`src/rtl/mem_bus_stage_if.sv`:
```
// Data-bus port bundle between the MEM stage (master) and the memory fabric (slave).
// Handshake: master raises bus_stb with addr/we/sel/wdata stable and holds them until the
// slave answers with a one-cycle bus_ack; on reads bus_rdata is valid in that ack cycle.
interface mem_bus_if;
    logic [31:0] bus_addr;
    logic [31:0] bus_wdata;
    logic        bus_we;
    logic [3:0]  bus_sel;
    logic        bus_stb;
    logic        bus_ack;
    logic [31:0] bus_rdata;
    logic        bus_err;

    modport master (
        output bus_addr, bus_wdata, bus_we, bus_sel, bus_stb, bus_err,
        input  bus_ack, bus_rdata
    );

    modport slave (
        input  bus_addr, bus_wdata, bus_we, bus_sel, bus_stb, bus_err,
        output bus_ack, bus_rdata
    );
endinterface

```
`src/rtl/mem_bus_stage.sv`:
```
// MEM pipeline stage: passes non-memory ops through and runs one stb/ack bus transfer per load/store.
// Optional macro MEM_ALIGN_CHK_EN rejects misaligned halfword/word accesses with a bus_err pulse.
module mem_bus_stage #(
    parameter int unsigned ACK_TIMEOUT = 256
) (
    input  logic        clk,
    input  logic        rst,
    input  logic        flush,
    input  logic [4:0]  ex_wd,
    input  logic        ex_wreg,
    input  logic [31:0] ex_wdata,
    input  logic [31:0] ex_hi,
    input  logic [31:0] ex_lo,
    input  logic        ex_whilo,
    input  logic [7:0]  ex_aluop,
    input  logic [31:0] ex_mem_addr,
    input  logic [31:0] ex_reg2,
    output logic [4:0]  mem_wd,
    output logic        mem_wreg,
    output logic [31:0] mem_wdata,
    output logic [31:0] mem_hi,
    output logic [31:0] mem_lo,
    output logic        mem_whilo,
    output logic        stallreq,
    output logic [1:0]  dbg_state_o,
    mem_bus_if.master   bus
);
    localparam logic [7:0] OP_LB  = 8'b1110_0000;
    localparam logic [7:0] OP_LBU = 8'b1110_0100;
    localparam logic [7:0] OP_LH  = 8'b1110_0001;
    localparam logic [7:0] OP_LHU = 8'b1110_0101;
    localparam logic [7:0] OP_LW  = 8'b1110_0011;
    localparam logic [7:0] OP_SB  = 8'b1110_1000;
    localparam logic [7:0] OP_SH  = 8'b1110_1001;
    localparam logic [7:0] OP_SW  = 8'b1110_1011;

    localparam logic [1:0] SZ_NONE = 2'd0;
    localparam logic [1:0] SZ_B    = 2'd1;
    localparam logic [1:0] SZ_H    = 2'd2;
    localparam logic [1:0] SZ_W    = 2'd3;

    localparam int CW = (ACK_TIMEOUT > 2) ? $clog2(ACK_TIMEOUT) : 1;
    localparam logic [CW-1:0] TO_LAST = CW'((ACK_TIMEOUT == 0) ? 0 : ACK_TIMEOUT - 1);

    typedef enum logic [1:0] {IDLE = 2'd0, REQ = 2'd1, DONE = 2'd2, ABORT = 2'd3} state_t;

    function automatic logic [1:0] op_size(input logic [7:0] op);
        case (op)
            OP_LB, OP_LBU, OP_SB: return SZ_B;
            OP_LH, OP_LHU, OP_SH: return SZ_H;
            OP_LW, OP_SW:         return SZ_W;
            default:              return SZ_NONE;
        endcase
    endfunction

    function automatic logic op_is_load(input logic [7:0] op);
        return (op == OP_LB) || (op == OP_LBU) || (op == OP_LH) || (op == OP_LHU) || (op == OP_LW);
    endfunction

    state_t        state_q, state_d;
    logic          stb_q, stb_d;
    logic [31:0]   addr_q, addr_d;
    logic          we_q, we_d;
    logic [3:0]    sel_q, sel_d;
    logic [31:0]   wdata_q, wdata_d;
    logic [31:0]   rdata_q, rdata_d;
    logic [CW-1:0] cnt_q, cnt_d;
    logic          err_q, err_d;
    logic [7:0]    op_q, op_d;
    logic [1:0]    alo_q, alo_d;

    logic [1:0]  ex_size;
    logic        is_mem;
    logic        misalign;
    logic        timeout_hit;
    logic [3:0]  lane_sel;
    logic [31:0] st_data;
    logic [7:0]  byte_v;
    logic [15:0] half_v;
    logic        ld_signed;
    logic [31:0] ld_data;
    logic        stall;
    logic        wb_wreg;
    logic        wb_whilo;
    logic [31:0] wb_wdata;

    assign ex_size     = op_size(ex_aluop);
    assign is_mem      = (ex_size != SZ_NONE);
    assign timeout_hit = (ACK_TIMEOUT != 0) && (cnt_q == TO_LAST);

`ifdef MEM_ALIGN_CHK_EN
    assign misalign = ((ex_size == SZ_H) && ex_mem_addr[0]) ||
                      ((ex_size == SZ_W) && (ex_mem_addr[1:0] != 2'b00));
`else
    assign misalign = 1'b0;
`endif

    // Big-endian lanes: byte address 0 lives in bits [31:24], so sel[3] is the lowest address.
    always_comb begin
        lane_sel = 4'b1111;
        st_data  = ex_reg2;
        case (ex_size)
            SZ_B: begin
                lane_sel = 4'b1000 >> ex_mem_addr[1:0];
                st_data  = {4{ex_reg2[7:0]}};
            end
            SZ_H: begin
                lane_sel = ex_mem_addr[1] ? 4'b0011 : 4'b1100;
                st_data  = {2{ex_reg2[15:0]}};
            end
            default: ;
        endcase
    end

    always_comb begin
        byte_v = rdata_q[31:24];
        case (alo_q)
            2'd1:    byte_v = rdata_q[23:16];
            2'd2:    byte_v = rdata_q[15:8];
            2'd3:    byte_v = rdata_q[7:0];
            default: ;
        endcase
        half_v    = alo_q[1] ? rdata_q[15:0] : rdata_q[31:16];
        ld_signed = (op_q == OP_LB) || (op_q == OP_LH);
        case (op_size(op_q))
            SZ_B:    ld_data = {{24{ld_signed & byte_v[7]}}, byte_v};
            SZ_H:    ld_data = {{16{ld_signed & half_v[15]}}, half_v};
            default: ld_data = rdata_q;
        endcase
    end

    always_comb begin
        state_d  = state_q;
        stb_d    = stb_q;
        addr_d   = addr_q;
        we_d     = we_q;
        sel_d    = sel_q;
        wdata_d  = wdata_q;
        rdata_d  = rdata_q;
        cnt_d    = cnt_q;
        err_d    = 1'b0;
        op_d     = op_q;
        alo_d    = alo_q;
        stall    = 1'b0;
        wb_wreg  = ex_wreg;
        wb_whilo = ex_whilo;
        wb_wdata = ex_wdata;
        case (state_q)
            IDLE: begin
                if (is_mem && !flush) begin
                    wb_wreg = 1'b0;
                    if (misalign) begin
                        err_d = 1'b1;
                    end else begin
                        stall   = 1'b1;
                        state_d = REQ;
                        stb_d   = 1'b1;
                        addr_d  = {ex_mem_addr[31:2], 2'b00};
                        we_d    = !op_is_load(ex_aluop);
                        sel_d   = lane_sel;
                        wdata_d = st_data;
                        cnt_d   = '0;
                        op_d    = ex_aluop;
                        alo_d   = ex_mem_addr[1:0];
                    end
                end
            end
            REQ: begin
                stall   = 1'b1;
                wb_wreg = 1'b0;
                if (bus.bus_ack) begin
                    stb_d   = 1'b0;
                    rdata_d = bus.bus_rdata;
                    state_d = flush ? IDLE : DONE;
                end else if (timeout_hit) begin
                    stb_d   = 1'b0;
                    err_d   = 1'b1;
                    state_d = flush ? IDLE : DONE;
                end else begin
                    cnt_d = cnt_q + CW'(1);
                    if (flush) state_d = ABORT;
                end
            end
            ABORT: begin
                // The transfer in flight must still complete; its result is dropped.
                stall   = 1'b1;
                wb_wreg = 1'b0;
                if (bus.bus_ack) begin
                    stb_d   = 1'b0;
                    state_d = IDLE;
                end else if (timeout_hit) begin
                    stb_d   = 1'b0;
                    err_d   = 1'b1;
                    state_d = IDLE;
                end else begin
                    cnt_d = cnt_q + CW'(1);
                end
            end
            DONE: begin
                // err_q set here means the transfer timed out, so nothing is written back.
                wb_wreg = op_is_load(op_q) && ex_wreg && !err_q;
                if (op_is_load(op_q)) wb_wdata = ld_data;
                state_d = IDLE;
            end
            default: state_d = IDLE;
        endcase
        if (flush) begin
            wb_wreg  = 1'b0;
            wb_whilo = 1'b0;
        end
    end

    always_ff @(posedge clk) begin
        if (rst) begin
            state_q <= IDLE;
            stb_q   <= 1'b0;
            addr_q  <= 32'd0;
            we_q    <= 1'b0;
            sel_q   <= 4'd0;
            wdata_q <= 32'd0;
            rdata_q <= 32'd0;
            cnt_q   <= '0;
            err_q   <= 1'b0;
            op_q    <= 8'd0;
            alo_q   <= 2'd0;
        end else begin
            state_q <= state_d;
            stb_q   <= stb_d;
            addr_q  <= addr_d;
            we_q    <= we_d;
            sel_q   <= sel_d;
            wdata_q <= wdata_d;
            rdata_q <= rdata_d;
            cnt_q   <= cnt_d;
            err_q   <= err_d;
            op_q    <= op_d;
            alo_q   <= alo_d;
        end
    end

    always_comb begin
        if (rst) begin
            mem_wd    = 5'd0;
            mem_wreg  = 1'b0;
            mem_wdata = 32'd0;
            mem_hi    = 32'd0;
            mem_lo    = 32'd0;
            mem_whilo = 1'b0;
            stallreq  = 1'b0;
        end else begin
            mem_wd    = ex_wd;
            mem_wreg  = wb_wreg;
            mem_wdata = wb_wdata;
            mem_hi    = ex_hi;
            mem_lo    = ex_lo;
            mem_whilo = wb_whilo;
            stallreq  = stall;
        end
    end

    // stb drops in the reset cycle itself, not one edge later.
    assign bus.bus_stb   = stb_q & ~rst;
    assign bus.bus_addr  = addr_q;
    assign bus.bus_we    = we_q;
    assign bus.bus_sel   = sel_q;
    assign bus.bus_wdata = wdata_q;
    assign bus.bus_err   = err_q;
    assign dbg_state_o   = state_q;
endmodule

```
`src/flat_wrapper.sv`:
```
// flat-port wrapper written by rule: the top's interface ports become plain ports
module mem_bus_stage_flat 
#(
    parameter int unsigned ACK_TIMEOUT = 256
)
  (clk, rst, flush, ex_wd, ex_wreg, ex_wdata, ex_hi, ex_lo, ex_whilo, ex_aluop, ex_mem_addr, ex_reg2, mem_wd, mem_wreg, mem_wdata, mem_hi, mem_lo, mem_whilo, stallreq, dbg_state_o, bus_bus_addr, bus_bus_wdata, bus_bus_we, bus_bus_sel, bus_bus_stb, bus_bus_err, bus_bus_ack, bus_bus_rdata);
  mem_bus_if bus_i ();
  input  logic clk;
  input  logic rst;
  input  logic flush;
  input  logic [4:0] ex_wd;
  input  logic ex_wreg;
  input  logic [31:0] ex_wdata;
  input  logic [31:0] ex_hi;
  input  logic [31:0] ex_lo;
  input  logic ex_whilo;
  input  logic [7:0] ex_aluop;
  input  logic [31:0] ex_mem_addr;
  input  logic [31:0] ex_reg2;
  output logic [4:0] mem_wd;
  output logic mem_wreg;
  output logic [31:0] mem_wdata;
  output logic [31:0] mem_hi;
  output logic [31:0] mem_lo;
  output logic mem_whilo;
  output logic stallreq;
  output logic [1:0] dbg_state_o;
  output wire logic [$bits(bus_i.bus_addr)-1:0] bus_bus_addr;
  output wire logic [$bits(bus_i.bus_wdata)-1:0] bus_bus_wdata;
  output wire logic [$bits(bus_i.bus_we)-1:0] bus_bus_we;
  output wire logic [$bits(bus_i.bus_sel)-1:0] bus_bus_sel;
  output wire logic [$bits(bus_i.bus_stb)-1:0] bus_bus_stb;
  output wire logic [$bits(bus_i.bus_err)-1:0] bus_bus_err;
  input wire logic [$bits(bus_i.bus_ack)-1:0] bus_bus_ack;
  input wire logic [$bits(bus_i.bus_rdata)-1:0] bus_bus_rdata;
  assign bus_bus_addr = bus_i.bus_addr;
  assign bus_bus_wdata = bus_i.bus_wdata;
  assign bus_bus_we = bus_i.bus_we;
  assign bus_bus_sel = bus_i.bus_sel;
  assign bus_bus_stb = bus_i.bus_stb;
  assign bus_bus_err = bus_i.bus_err;
  assign bus_i.bus_ack = bus_bus_ack;
  assign bus_i.bus_rdata = bus_bus_rdata;
  mem_bus_stage #(.ACK_TIMEOUT(ACK_TIMEOUT)) u_core (.clk(clk), .rst(rst), .flush(flush), .ex_wd(ex_wd), .ex_wreg(ex_wreg), .ex_wdata(ex_wdata), .ex_hi(ex_hi), .ex_lo(ex_lo), .ex_whilo(ex_whilo), .ex_aluop(ex_aluop), .ex_mem_addr(ex_mem_addr), .ex_reg2(ex_reg2), .mem_wd(mem_wd), .mem_wreg(mem_wreg), .mem_wdata(mem_wdata), .mem_hi(mem_hi), .mem_lo(mem_lo), .mem_whilo(mem_whilo), .stallreq(stallreq), .dbg_state_o(dbg_state_o), .bus(bus_i));
endmodule
```
`config.mk`:
```
export PLATFORM = sky130hd
export DESIGN_NAME = mem_bus_stage_flat
export DESIGN_NICKNAME = d
export VERILOG_FILES = /design/src/rtl/mem_bus_stage_if.sv /design/src/rtl/mem_bus_stage.sv /design/src/flat_wrapper.sv
export SDC_FILE = /design/constraint.sdc
export NUM_CORES = 1
export LEC_CHECK = 0
export ABC_AREA = 1
export CORE_AREA = 2 2 150 152
export DETAILED_ROUTE_END_ITERATION = 8
export DIE_AREA = 0 0 152 154
export PLACE_DENSITY = 0.7
export SKIP_CTS_REPAIR_TIMING = 1
export SYNTH_ARGS = -nofsm -noshare
export SYNTH_HDL_FRONTEND = slang
export SYNTH_SLANG_ARGS = --single-unit
```
`constraint.sdc`:
```
create_clock -name clk -period 4.8 [get_ports clk]
set_clock_uncertainty 0.15 [all_clocks]
set_input_delay 0.96 -clock clk [delete_from_list [all_inputs] [get_ports clk]]
set_output_delay 0.96 -clock clk [all_outputs]
set_load 0.01 [all_outputs]
```
After elaboration in Yosys (flattened, before gate mapping)
Cells that the tools add are included.
{ "totals": {"reg_bits": 121, "in_bits": 211, "output_inout_bits": 177, "word_cells": 122} }
{ "classes": {"add_sub_neg": 1, "eq_ne": 33, "shift": 1, "muxes": 40, "bitwise": 5, "n_reduce_logical": 31} }
{ "ops": {"columns": ["cell", "n"], "rows": [
  ["2-to-1 mux 32 bit", 5],
  ["equality test 8 bit (second input constant)", 17],
  ["one-hot mux 32 bit (2 select lines)", 2],
  ["2-to-1 mux 8 bit", 3],
  ["one-hot mux 8 bit (3 select lines)", 1],
  ["2-to-1 mux 16 bit", 1],
  ["one-hot mux 8 bit (2 select lines)", 1],
  ["OR reduction 3 bit", 5],
  ["2-to-1 mux 2 bit", 7],
  ["equality test 2 bit (second input constant)", 6],
  ["one-hot mux 2 bit (3 select lines)", 2],
  ["2-to-1 mux 1 bit", 11],
  ["logical OR 1 bit", 9],
  ["adder 8 x 1 -> 8 bit (second input constant)", 1],
  ["equality test 2 x 1 -> 1 bit (second input constant)", 4],
  ["one-hot mux 2 bit (4 select lines)", 1],
  ["one-hot mux 4 bit (2 select lines)", 1],
  ["AND reduction 3 bit", 2],
  ["OR reduction 2 bit", 3],
  ["2-to-1 mux 5 bit", 1],
  ["2-to-1 mux 4 bit", 1],
  ["inequality test 2 bit (second input constant)", 2],
  ["inequality test 4 x 3 -> 1 bit (second input constant)", 1],
  ["one-hot mux 1 bit (2 select lines)", 2],
  ["13 further kinds", 22]
]} }

Longest topological paths before layout
Gate-level depths: netlist of run 1.
{ "depth": {"ltp_word": 10, "ltp_mapped": 14, "mapped_depth_nobuf": 13} }

Least setup slack after synthesis of run 1
OpenSTA, ideal clock, no wires.
{ "synth_timing": {"kind": "input to output", "start": "in ex_aluop[5]", "end": "out mem_wreg", "arrival_time_ps": 2435, "required_time_ps": 3690, "setup_slack_ps": 1255, "path_stages": 9, "path_buffers": 1, "path_cell_list": "inv_1 > nor4_1 > nand2_1 > ha_1 > nor2_1 > nand3_4 > inv_2 > buf_2 > nor3_1"} }
{ "synth_via": {"elab_chain_len": 9, "word_cells_on_any_way": 18, "classes_between": "8 x eq/ne; 5 x mux; 5 x reduce/logical"} }
{ "synth_rtl": {"columns": ["element", "line_no", "source"], "rows": [
  ["start, declared", "flat_wrapper.sv:17", "input logic [7:0] ex_aluop;"],
  ["equality test 8 bit", "mem_bus_stage.sv:48", "case (op)"],
  ["OR reduction 3 bit or OR reduction 2 bit (tied branches)", "mem_bus_stage.sv:48", null],
  ["one-hot mux 2 bit (3 select lines) *", "mem_bus_stage.sv:48", null],
  ["nonzero test 2 bit *", "mem_bus_stage.sv:88", "assign is_mem = (ex_size != SZ_NONE);"],
  ["logical AND 1 bit *", "mem_bus_stage.sv:150", "if (is_mem && !flush) begin"],
  ["2-to-1 mux 1 bit *", "mem_bus_stage.sv:150", null],
  ["one-hot mux 1 bit (3 select lines) *", "mem_bus_stage.sv:148", "case (state_q)"],
  ["2-to-1 mux 1 bit *", "mem_bus_stage.sv:207", "if (flush) begin"],
  ["2-to-1 mux 1 bit *", "mem_bus_stage.sv:242", "if (rst) begin"],
  ["end, declared", "flat_wrapper.sv:21", "output logic mem_wreg;"]
]} }
Every way passes the cells marked *; elsewhere a longest branch is shown, timed or not.

Worst setup path after layout of run 1
{ "layout_timing": {"start": "in ex_aluop[5]", "end": "out stallreq"} }
{ "layout_via": {"elab_chain_len": 8, "word_cells_on_any_way": 17, "classes_between": "8 x eq/ne; 4 x mux; 5 x reduce/logical"} }
{ "layout_rtl": {"columns": ["element", "line_no", "source"], "rows": [
  ["equality test 8 bit", "mem_bus_stage.sv:48", null],
  ["OR reduction 3 bit or OR reduction 2 bit (tied branches)", "mem_bus_stage.sv:48", null],
  ["one-hot mux 2 bit (3 select lines) *", "mem_bus_stage.sv:48", null],
  ["nonzero test 2 bit *", "mem_bus_stage.sv:88", null],
  ["logical AND 1 bit *", "mem_bus_stage.sv:150", null],
  ["2-to-1 mux 1 bit *", "mem_bus_stage.sv:150", null],
  ["one-hot mux 1 bit (2 select lines) *", "mem_bus_stage.sv:148", null],
  ["2-to-1 mux 1 bit *", "mem_bus_stage.sv:242", null],
  ["end, declared", "flat_wrapper.sv:26", "output logic stallreq;"]
]} }
Marked as above.

==> metrics.md, run 1 <==
| Metric | Value |
|---|---|
| Asr flop ratio synth | `0%` |
| Leak pwr | `about 0.0049 uW` |
| CORE AREA | `0.02169 sq mm` |
| Switching Share | `between 20% and 30%` |
| Status | `finished clean` |
| CP max stage delay | `approximately 550 ps` |
| Site Rows | `between 50 and 60` |
| IO Count | `slightly below 400` |
| Worst R2R Path Depth | `7` |
| Clock network power share | `between 40% and 50%` |
| Fin util | `between 50% and 60%` |
| Setup TNS | `0 ps` |
| Nets | `1,631` |
| Combinational share of power | `between 10% and 20%` |
| Largest cells by area after synthesis | `dfxtp_1, nand2_1, a21oi_1` |
| Nature of the critical path endpoint | `output pin` |
| Gr ovfl total | `0` |
| Commonest cells in the netlist | `nand2_1, a21oi_1, inv_1, dfxtp_1, nor2_1` |
| Endpoints failing hold | `0` |
| Flop2flop setup slack | `about 2300 ps` |
| Vias/cell | `about 4.8` |
| Worst Hold Depth | `2` |
| Avg Inst Size Synth | `6.185 sq um` |
| Antenna viol nets, final | `0` |
| Share of the synthesized area in the top cell type | `between 30% and 40%` |
| Largest net degree at the start of global routing | `64` |
| Die height | `around 150 microns` |
| Post-Syn Area | `between 0.006 and 0.007 sq mm` |
| Slew Limit Fails | `0` |
| Warnings from Yosys | `0` |
| CP Data Required Time | `3690 ps` |
| Htree depth | `4` |
| Vias | `between 8,000 and 9,000` |
| Hold Crit Class | `reg2reg` |
| Synth area leader | `dfxtp_1` |
| Cts bufs inserted | `17` |
| Diode count | `0` |
| Number of synthesized flops with an enable pin | `0` |
| IO Port Bufs | `385` |
| Period Utilization, post-route | `approximately 94%` |
| GPL Wtd Cong | `0.8485` |
| Crit-path cells | `clkdlybuf4s50_1 > inv_1 > nor4_1 > nand2_1 > ha_1 > nor2_1 > nand3_4 > a21oi_1 > clkdlybuf4s50_1` |
| PwrDens | `~240 mW/mm^2` |
| Global Route Usage Sum | `a little under a quarter` |
| Routed WL per cell | `~16 microns` |
| Critical path type | `in2out` |
| Post-synthesis cell count | `between 1,000 and 1,500` |
| Launch point of the worst path | `ex_aluop[5]` |
| Most used cell, CP | `clkdlybuf4s50_1` |
| Worst EP arrival | `around 3400 ps` |
| Internal power | `2046 uW` |
| Startpoint types | `input pin` |
| Aggregate routed wire length | `27,420 microns` |
| Vias in the first global route | `~7,700` |
| Top_reg_cell synth | `dfxtp_1` |
| Top-count cell post-synth | `nand2_1` |
| Initial Util | `between 30% and 40%` |
| CP max stage cell | `clkdlybuf4s50_1` |
| Post-DP HPWL | `a little over 20,000 microns` |
| Initial antenna violation count | `1` |
| Final setup fails | `0` |
| Die area | `0.02341 sq mm` |
| Fin crit period | `between 4000 and 5000 ps` |
| Clock sink count | `about 120` |
| Global-route wire length before repair | `approximately 42,000 microns` |
| CTS tree | `yes` |
| Hold_sp | `u_core.bus.bus_wdata[6]` |
| Layout cells sized above 1 | `roughly 4.2%` |
| Worst Tran Pin Value | `~1000 ps` |
| Yosys reg bits | `121` |
| Netlist cell types | `36` |
| Relative slew margins | `33.53%` |
| VDD IR max | `about 0.24 mV` |
| Root buffer cell | `clkbuf_16` |
| Final Cell Area | `0.01114 sq mm` |
| Worst-path clk slew | `around 60 ps` |
| 1st-pass router iterations | `6` |
| Crit path max fanout | `3` |
| RSZ-0062 raised after global routing | `no` |
| Maxcap violations | `0` |
| Clock Latency Late Sink | `between 400 and 500 ps` |
| NetSw | `between 600 and 700 uW` |
| Sequential Power Share | `37.4%` |
| Iteration-0 DRC Markers | `629` |
| Drt drc | `0` |
| Dpl cell area | `~0.011 sq mm` |
| Area Overhead vs Synth | `68.47%` |
| Fmax | `between 200 and 250 MHz` |
| CTS Buffer Depth | `2` |
| Sequential-to-total area share from yosys stat | `around 37%` |
| DIE WIDTH | `roughly 150 microns` |
| RR Startpoint | `u_core.dbg_state_o[0]` |
cell type report:
type                            count  area [sq um]
Clock buffer                       17         425.4
Clock inverter                     15         150.1
Fill cell                        2109         10550
Inverter                          142         535.5
Multi-Input combinational cell    738          3336
Sequential cell                   121          2422
Tap cell                          280         350.3
Timing Repair Buffer              394          3919
layout by cell type (no fill, tap or decap), types with 2 or more instances in the layout:
cell	synthesis	routed
ha_1	6	6
bufinv_16	0	2
nand2_1	294	294
dfxtp_1	121	121
inv_6	0	3
clkinv_2	0	5
inv_2	7	7
clkinvlp_4	0	4
o31ai_1	8	8
nand2_2	5	5
o21ai_1	5	5
nand4_1	2	2
o22ai_1	2	2
clkbuf_16	0	17
a211oi_1	2	2
inv_1	133	133
a31oi_1	9	9
nor2_1	97	97
nand3_1	85	85
o21ai_0	69	69
nor3_1	4	4
a21oi_1	138	138
conb_1	1	2
clkdlybuf4s50_1	0	384
buf_4	3	10
metrics by stage:
step	std cells	total power (uW)	hold WS [ps]	setup WS (ps)
finish	1707	2727	293.0	305.2
global route	1707	2820	317.2	133.2
CTS	1707	2748	296.0	331.1
detailed placement	1675	1489	281.1	336.8
global placement	1675	1487	277.0	394.8
floorplan	1070	1179	278.1	1255
power by group through the flow:
stage          logic, uW  clock network (uW)  registers, uW
2_1_floorplan        135                   0           1040
3_3_place_gp         444                   0           1040
3_5_place_dp         446                   0           1040
4_1_cts              450                1280           1020
5_1_grt              481                1320           1020
6_report             447                1260           1020
critical path: cells and delay by family:
| family | cells | cell delay [ps] |
|---|---|---|
| AND/OR/NAND/NOR | 4 | 970 |
| AO/OA/AOI/OAI | 1 | 140 |
| buffers and inverters | 3 | 1060 |
| adder cells (fa/ha/maj) | 1 | 250 |
worst paths after layout:
kind                               to
max                          stallreq
min reg2reg   u_core.bus.bus_wdata[6]
min           u_core.bus.bus_wdata[6]
max reg2reg  u_core.bus.bus_wdata[17]
kinds of logic (layout without fill, tap and decap cells):
group           Yosys count  in the layout  share of synthesized area, %
flops                   121            121                         36.64
compound gates          236            236                         18.57
simple gates            494            494                         30.64
fa+ha+maj                 6              6                         1.135
buf+inv                 211            568                         12.96
other cells               1              2                       0.05672
sequential cells by signal, summed over array words and instances, names as in the netlist:
signal                flops
u_core.bus.bus_err        1
u_core.dbg_state_o        2
u_core.rdata_q           32
u_core.stb_q              1
u_core.bus.bus_addr      30
u_core.op_q               8
u_core.alo_q              2
u_core.bus.bus_we         1
u_core.cnt_q              8
u_core.bus.bus_sel        4
u_core.bus.bus_wdata     32
routing by layer:
layer	vias to the layer above	GRT usage (%)	wire length [microns]
met5	-	0	13
met4	2	6.943	450
met3	37	6.398	2276
met2	324	38.05	13270
met1	3723	28.03	11410
li1	4087	-	-
Power figures use the tool's default switching activity.
==> run 2, diff against run 1 <==
Settings changed: CELL_PAD_IN_SITES_DETAIL_PLACEMENT from default to 0, CELL_PAD_IN_SITES_GLOBAL_PLACEMENT from default to 1, CORE_AREA 2 2 150 152 to default, CORE_MARGIN from default to 1.5, CORE_UTILIZATION from default to 27, DIE_AREA 0 0 152 154 to default, PLACE_DENSITY 0.7 to 0.91.
==> metrics.md, run 2 (same netlist as run 1, synthesis figures left out) <==
| Metric | Value |
|---|---|
| Fmax | `222.4 MHz (was 222.5 MHz)` |
| Commonest non-fill, non-tap cell in the layout | `clkdlybuf4s50_1 (unchanged)` |
| CP Data Required Time | `3690 ps (about the same)` |
| Power Total | `2810 uW (was 2727 uW)` |
| RSZ-0062 raised after global routing | `no (unchanged)` |
| Crit path max fanout | `3 (unchanged)` |
| Relative slew margins | `34.07% (was 33.53%)` |
| Nature of the critical path endpoint | `output pin (unchanged)` |
| Non-filler cells, final | `1,758 (was 1,707)` |
| Fin util | `46.62% (was 51.36%)` |
| Most frequent cells in the layout | `clkdlybuf4s50_1, nand2_1, a21oi_1, inv_1, dfxtp_1 (unchanged)` |
| Fin crit period | `4496 ps (was 4495 ps)` |
| Gr ovfl total | `0 (unchanged)` |
| Root buffer cell | `clkbuf_16 (unchanged)` |
| CTS Buffer Depth | `2 (unchanged)` |
| Final setup fails | `0 (unchanged)` |
| CP max stage delay | `560 ps (was 550 ps)` |
| Worst Tran Pin Value | `985.4 ps (was 995.6 ps)` |
| Initial antenna violation count | `2 (was 1)` |
| Endpoints failing hold | `0 (unchanged)` |
| Leak pwr | `0.004923 uW (was 0.004877 uW)` |
| PwrDens | `249.3 mW/mm^2 (was 244.8 mW/mm^2)` |
| Global-route wire length before repair | `42,770 microns (was 42,460 microns)` |
| CTS tree | `yes (unchanged)` |
| Hold Crit Class | `reg2reg (unchanged)` |
| Initial Util | `27.35% (was 30.48%)` |
| Most used cell, CP | `clkdlybuf4s50_1 (unchanged)` |
| Slew Limit Fails | `0 (unchanged)` |
| Final hold slack | `294.1 ps (was 293.0 ps)` |
| Post-DP HPWL | `20,330 microns (was 20,660 microns)` |
| Crit-path cells | `clkdlybuf4s50_1 > inv_1 > nor4_1 > nand2_1 > ha_1 > nor2_1 > nand3_4 > a21oi_1 > clkdlybuf4s50_1 (unchanged)` |
| DIE WIDTH | `159.5 microns (was 152 microns)` |
| Inst Count DP | `1,724 (was 1,675)` |
| Vias in the first global route | `7,757 (was 7,742)` |
| Cts bufs inserted | `17 (unchanged)` |
| Startpoint types | `input pin (unchanged)` |
| Iteration-0 DRC Markers | `588 (was 629)` |
| Aggregate routed wire length | `27,300 microns (was 27,420 microns)` |
| Worst EP arrival | `3390 ps (was 3380 ps)` |
| Vias/cell | `4.567 (was 4.788)` |
| Clock sink count | `121 (unchanged)` |
| Area Overhead vs Synth | `70.50% (was 68.47%)` |
| Global Route Usage Sum | `21.24% (was 22.59%)` |
| IO Count | `388 (unchanged)` |
| Worst-path clk slew | `60 ps (about the same)` |
| Status | `finished clean (unchanged)` |
| Htree depth | `4 (unchanged)` |
| Maxcap violations | `0 (unchanged)` |
| Vias | `8,028 (was 8,173)` |
| Site Rows | `57 (was 54)` |
| Layout cells sized above 1 | `4.539% (was 4.205%)` |
| Drt drc | `0 (unchanged)` |
| Nets | `1,636 (was 1,631)` |
| Antenna viol nets, final | `0 (unchanged)` |
| CORE AREA | `0.02418 sq mm (was 0.02169 sq mm)` |
| IO Port Bufs | `385 (unchanged)` |
| Die area | `0.02543 sq mm (was 0.02341 sq mm)` |
| VDD IR max | `0.2037 mV (was 0.2373 mV)` |
| Die height | `159.5 microns (was 154 microns)` |
| 1st-pass router iterations | `5 (was 6)` |
| Period Utilization, post-route | `93.66% (was 93.64%)` |
| GPL Wtd Cong | `0.8172 (was 0.8485)` |
| Clock Latency Late Sink | `410 ps (was 420 ps)` |
| Largest net degree at the start of global routing | `64 (unchanged)` |
| CP max stage cell | `clkdlybuf4s50_1 (unchanged)` |
| Setup TNS | `0 ps (unchanged)` |
| Critical path type | `in2out (unchanged)` |
| Routed WL per cell | `15.53 microns (was 16.06 microns)` |
run 2: metal layers:
metal	up-vias	share of wire, %	track usage, %	routed length [microns]
met1	3624	42	26.00	11500
li1	4090	-	-	-
met2	281	49	35.81	13330
met5	-	0	0	0
met4	0	1.6	6.304	450
met3	33	7.4	6.382	2021
run 2: area by class of cell:
| type | count | area, sq um |
|---|---|---|
| fill | 2422 | 12900 |
| timing repair buffer | 399 | 3956 |
| multi-input combinational | 738 | 3336 |
| sequential | 121 | 2422 |
| inverter | 142 | 535.5 |
| clock buffer | 18 | 439.2 |
| tap | 324 | 405.4 |
| clock inverter | 14 | 172.7 |
| antenna | 2 | 5.005 |
run 2: power breakdown:
group | internal (uW) | switching, uW | total [uW]
combinational | 270 | 178 | 448
sequential | 1010 | 5.71 | 1020
clock | 833 | 509 | 1340
total | 2120 | 693 | 2810
run 2: worst paths after layout:
| check | from | endpoint | slack (ps) | cells after the start |
|---|---|---|---|---|
| hold / removal | u_core.bus.bus_addr[23] | u_core.bus.bus_addr[23] | 290 | 2 |
| setup reg to reg | u_core.dbg_state_o[0] | u_core.bus.bus_wdata[22] | 2230 | 7 |
| hold reg to reg | u_core.bus.bus_addr[23] | u_core.bus.bus_addr[23] | 290 | 2 |
| setup / recovery | ex_aluop[5] | stallreq | 300 | 9 |
run 2: worst max-delay path, delay by kind of cell:
kind | cells | cell delay (ps)
buf+inv | 3 | 1060
simple gates | 4 | 970
fa+ha+maj | 1 | 250
compound gates | 1 | 150
run 2: metrics by stage:
step | setup slack (ps) | cell area [sq um]
2_1_floorplan | 1255 | 6615
3_3_place_gp | 408.4 | 10660
3_5_place_dp | 328.6 | 10660
4_1_cts | 331.9 | 11270
5_1_grt | 106.0 | 11270
6_report | 304.4 | 11270
==> run 3, diff against run 2 <==
Settings changed: CORE_MARGIN 1.5 to default.
==> metrics.md, run 3 (same netlist as run 1, synthesis figures left out) <==
| Metric | Value |
|---|---|
| Initial Util | `27.83% (was 27.35%)` |
| Layout cells sized above 1 | `4.539% (unchanged)` |
| Hold Crit Class | `reg2reg (unchanged)` |
| Status | `finished clean (unchanged)` |
| Final WS setup | `330.0 ps (was 304.4 ps)` |
| Worst EP arrival | `3360 ps (was 3390 ps)` |
| Worst R2R Path Depth | `7 (unchanged)` |
| Fin util | `47.36% (was 46.62%)` |
| Commonest non-fill, non-tap cell in the layout | `clkdlybuf4s50_1 (unchanged)` |
| Endpoints failing hold | `0 (unchanged)` |
| Non-filler cells, final | `1,752 (was 1,758)` |
| Vias | `8,063 (was 8,028)` |
| Worst Hold Depth | `2 (unchanged)` |
| Nets | `1,636 (unchanged)` |
| Antenna viol nets, final | `0 (unchanged)` |
| Largest net degree at the start of global routing | `64 (unchanged)` |
| Inst Count DP | `1,719 (was 1,724)` |
| PwrDens | `246.0 mW/mm^2 (was 249.3 mW/mm^2)` |
| Area Overhead vs Synth | `70.15% (was 70.50%)` |
| Clock Latency Late Sink | `410 ps (about the same)` |
| Nature of the critical path endpoint | `output pin (unchanged)` |
| Cts bufs inserted | `17 (unchanged)` |
| Site Rows | `56 (was 57)` |
| Die height | `158.5 microns (was 159.5 microns)` |
| Place WS | `335.7 ps (was 328.6 ps)` |
| Slew Limit Fails | `0 (unchanged)` |
| Iteration-0 DRC Markers | `435 (was 588)` |
| IO Count | `388 (unchanged)` |
| Aggregate routed wire length | `27,180 microns (was 27,300 microns)` |
| CORE AREA | `0.02375 sq mm (was 0.02418 sq mm)` |
| VDD IR max | `0.2706 mV (was 0.2037 mV)` |
| Post-DP HPWL | `20,640 microns (was 20,330 microns)` |
| Global Route Usage Sum | `20.99% (was 21.24%)` |
| Startpoint types | `input pin (unchanged)` |
| CTS tree | `yes (unchanged)` |
| Worst Tran Pin Value | `1019 ps (was 985.4 ps)` |
| Relative slew margins | `31.82% (was 34.07%)` |
| Most frequent cells in the layout | `clkdlybuf4s50_1, nand2_1, a21oi_1, inv_1, dfxtp_1 (unchanged)` |
| Leak pwr | `0.004907 uW (was 0.004923 uW)` |
| Fmax | `223.7 MHz (was 222.4 MHz)` |
| Drt drc | `0 (unchanged)` |
| Initial antenna violation count | `1 (was 2)` |
| Die area | `0.02512 sq mm (was 0.02543 sq mm)` |
| Gr ovfl total | `0 (unchanged)` |
| Routed WL per cell | `15.51 microns (was 15.53 microns)` |
| Maxcap violations | `0 (unchanged)` |
| IO Port Bufs | `385 (unchanged)` |
| DIE WIDTH | `158.5 microns (was 159.5 microns)` |
| CTS Buffer Depth | `2 (unchanged)` |
| Htree depth | `4 (unchanged)` |
| 1st-pass router iterations | `5 (unchanged)` |
| Vias in the first global route | `7,462 (was 7,757)` |
| Global-route wire length before repair | `40,460 microns (was 42,770 microns)` |
| Root buffer cell | `clkbuf_16 (unchanged)` |
| Worst-path clk slew | `60 ps (about the same)` |
| Final setup fails | `0 (unchanged)` |
| CP Data Required Time | `3690 ps (about the same)` |
| Setup TNS | `0 ps (unchanged)` |
| GPL Wtd Cong | `0.8653 (was 0.8172)` |
| RSZ-0062 raised after global routing | `no (unchanged)` |
| Vias/cell | `4.602 (was 4.567)` |
| Clock sink count | `121 (unchanged)` |
| Fin crit period | `4470 ps (was 4496 ps)` |
| Critical path type | `in2out (unchanged)` |
| Period Utilization, post-route | `93.13% (was 93.66%)` |
| Crit path max fanout | `3 (unchanged)` |
==> run 3: area by class of cell <==
cell class	instances	area, sq um
Multi-Input combinational cell	738	3336
Clock inverter	13	143.9
Clock buffer	19	452.9
Tap cell	319	399.1
Timing Repair Buffer	399	3956
Antenna cell	1	2.502
Sequential cell	121	2422
Inverter	142	536.8
Fill cell	2385	12500
==> run 3: per-layer routing <==
layer | wire [microns] | vias up | global-route usage (%)
met5 | 11 | - | 0
met4 | 607 | 2 | 7.051
met3 | 2111 | 36 | 6.941
met2 | 13300 | 280 | 35.21
met1 | 11150 | 3656 | 25.02
li1 | - | 4089 | -
==> run 3: worst paths after layout <==
| kind | from | endpoint | slack (ps) |
|---|---|---|---|
| min reg2reg | u_core.bus.bus_addr[11] | u_core.bus.bus_addr[11] | 290 |
| max | ex_aluop[5] | stallreq | 330 |
| max reg2reg | u_core.dbg_state_o[0] | u_core.cnt_q[5] | 2320 |
| min | u_core.bus.bus_addr[11] | u_core.bus.bus_addr[11] | 290 |
==> run 3: where the power goes <==
group | internal [uW] | total (uW) | switching (uW)
sequential | 1010 | 1020 | 5.57
combinational | 270 | 448 | 178
clock | 795 | 1300 | 504
==> run 3: stage by stage <==
step	cell area [sq um]	power [uW]	hold slack [ps]
floorplan	6615	1179	278.1
global placement	10650	1489	278.7
detailed placement	10650	1491	281.3
CTS	11250	2798	295.7
global route	11250	2881	311.0
finish	11250	2767	293.6
==> run 3: critical path: stages <==
cell and delay [ps]:
clkdlybuf4s50_1 450, inv_1 50, nor4_1 480, nand2_1 190, ha_1 250, nor2_1 160, nand3_4 100, a21oi_1 160
clkdlybuf4s50_1 560
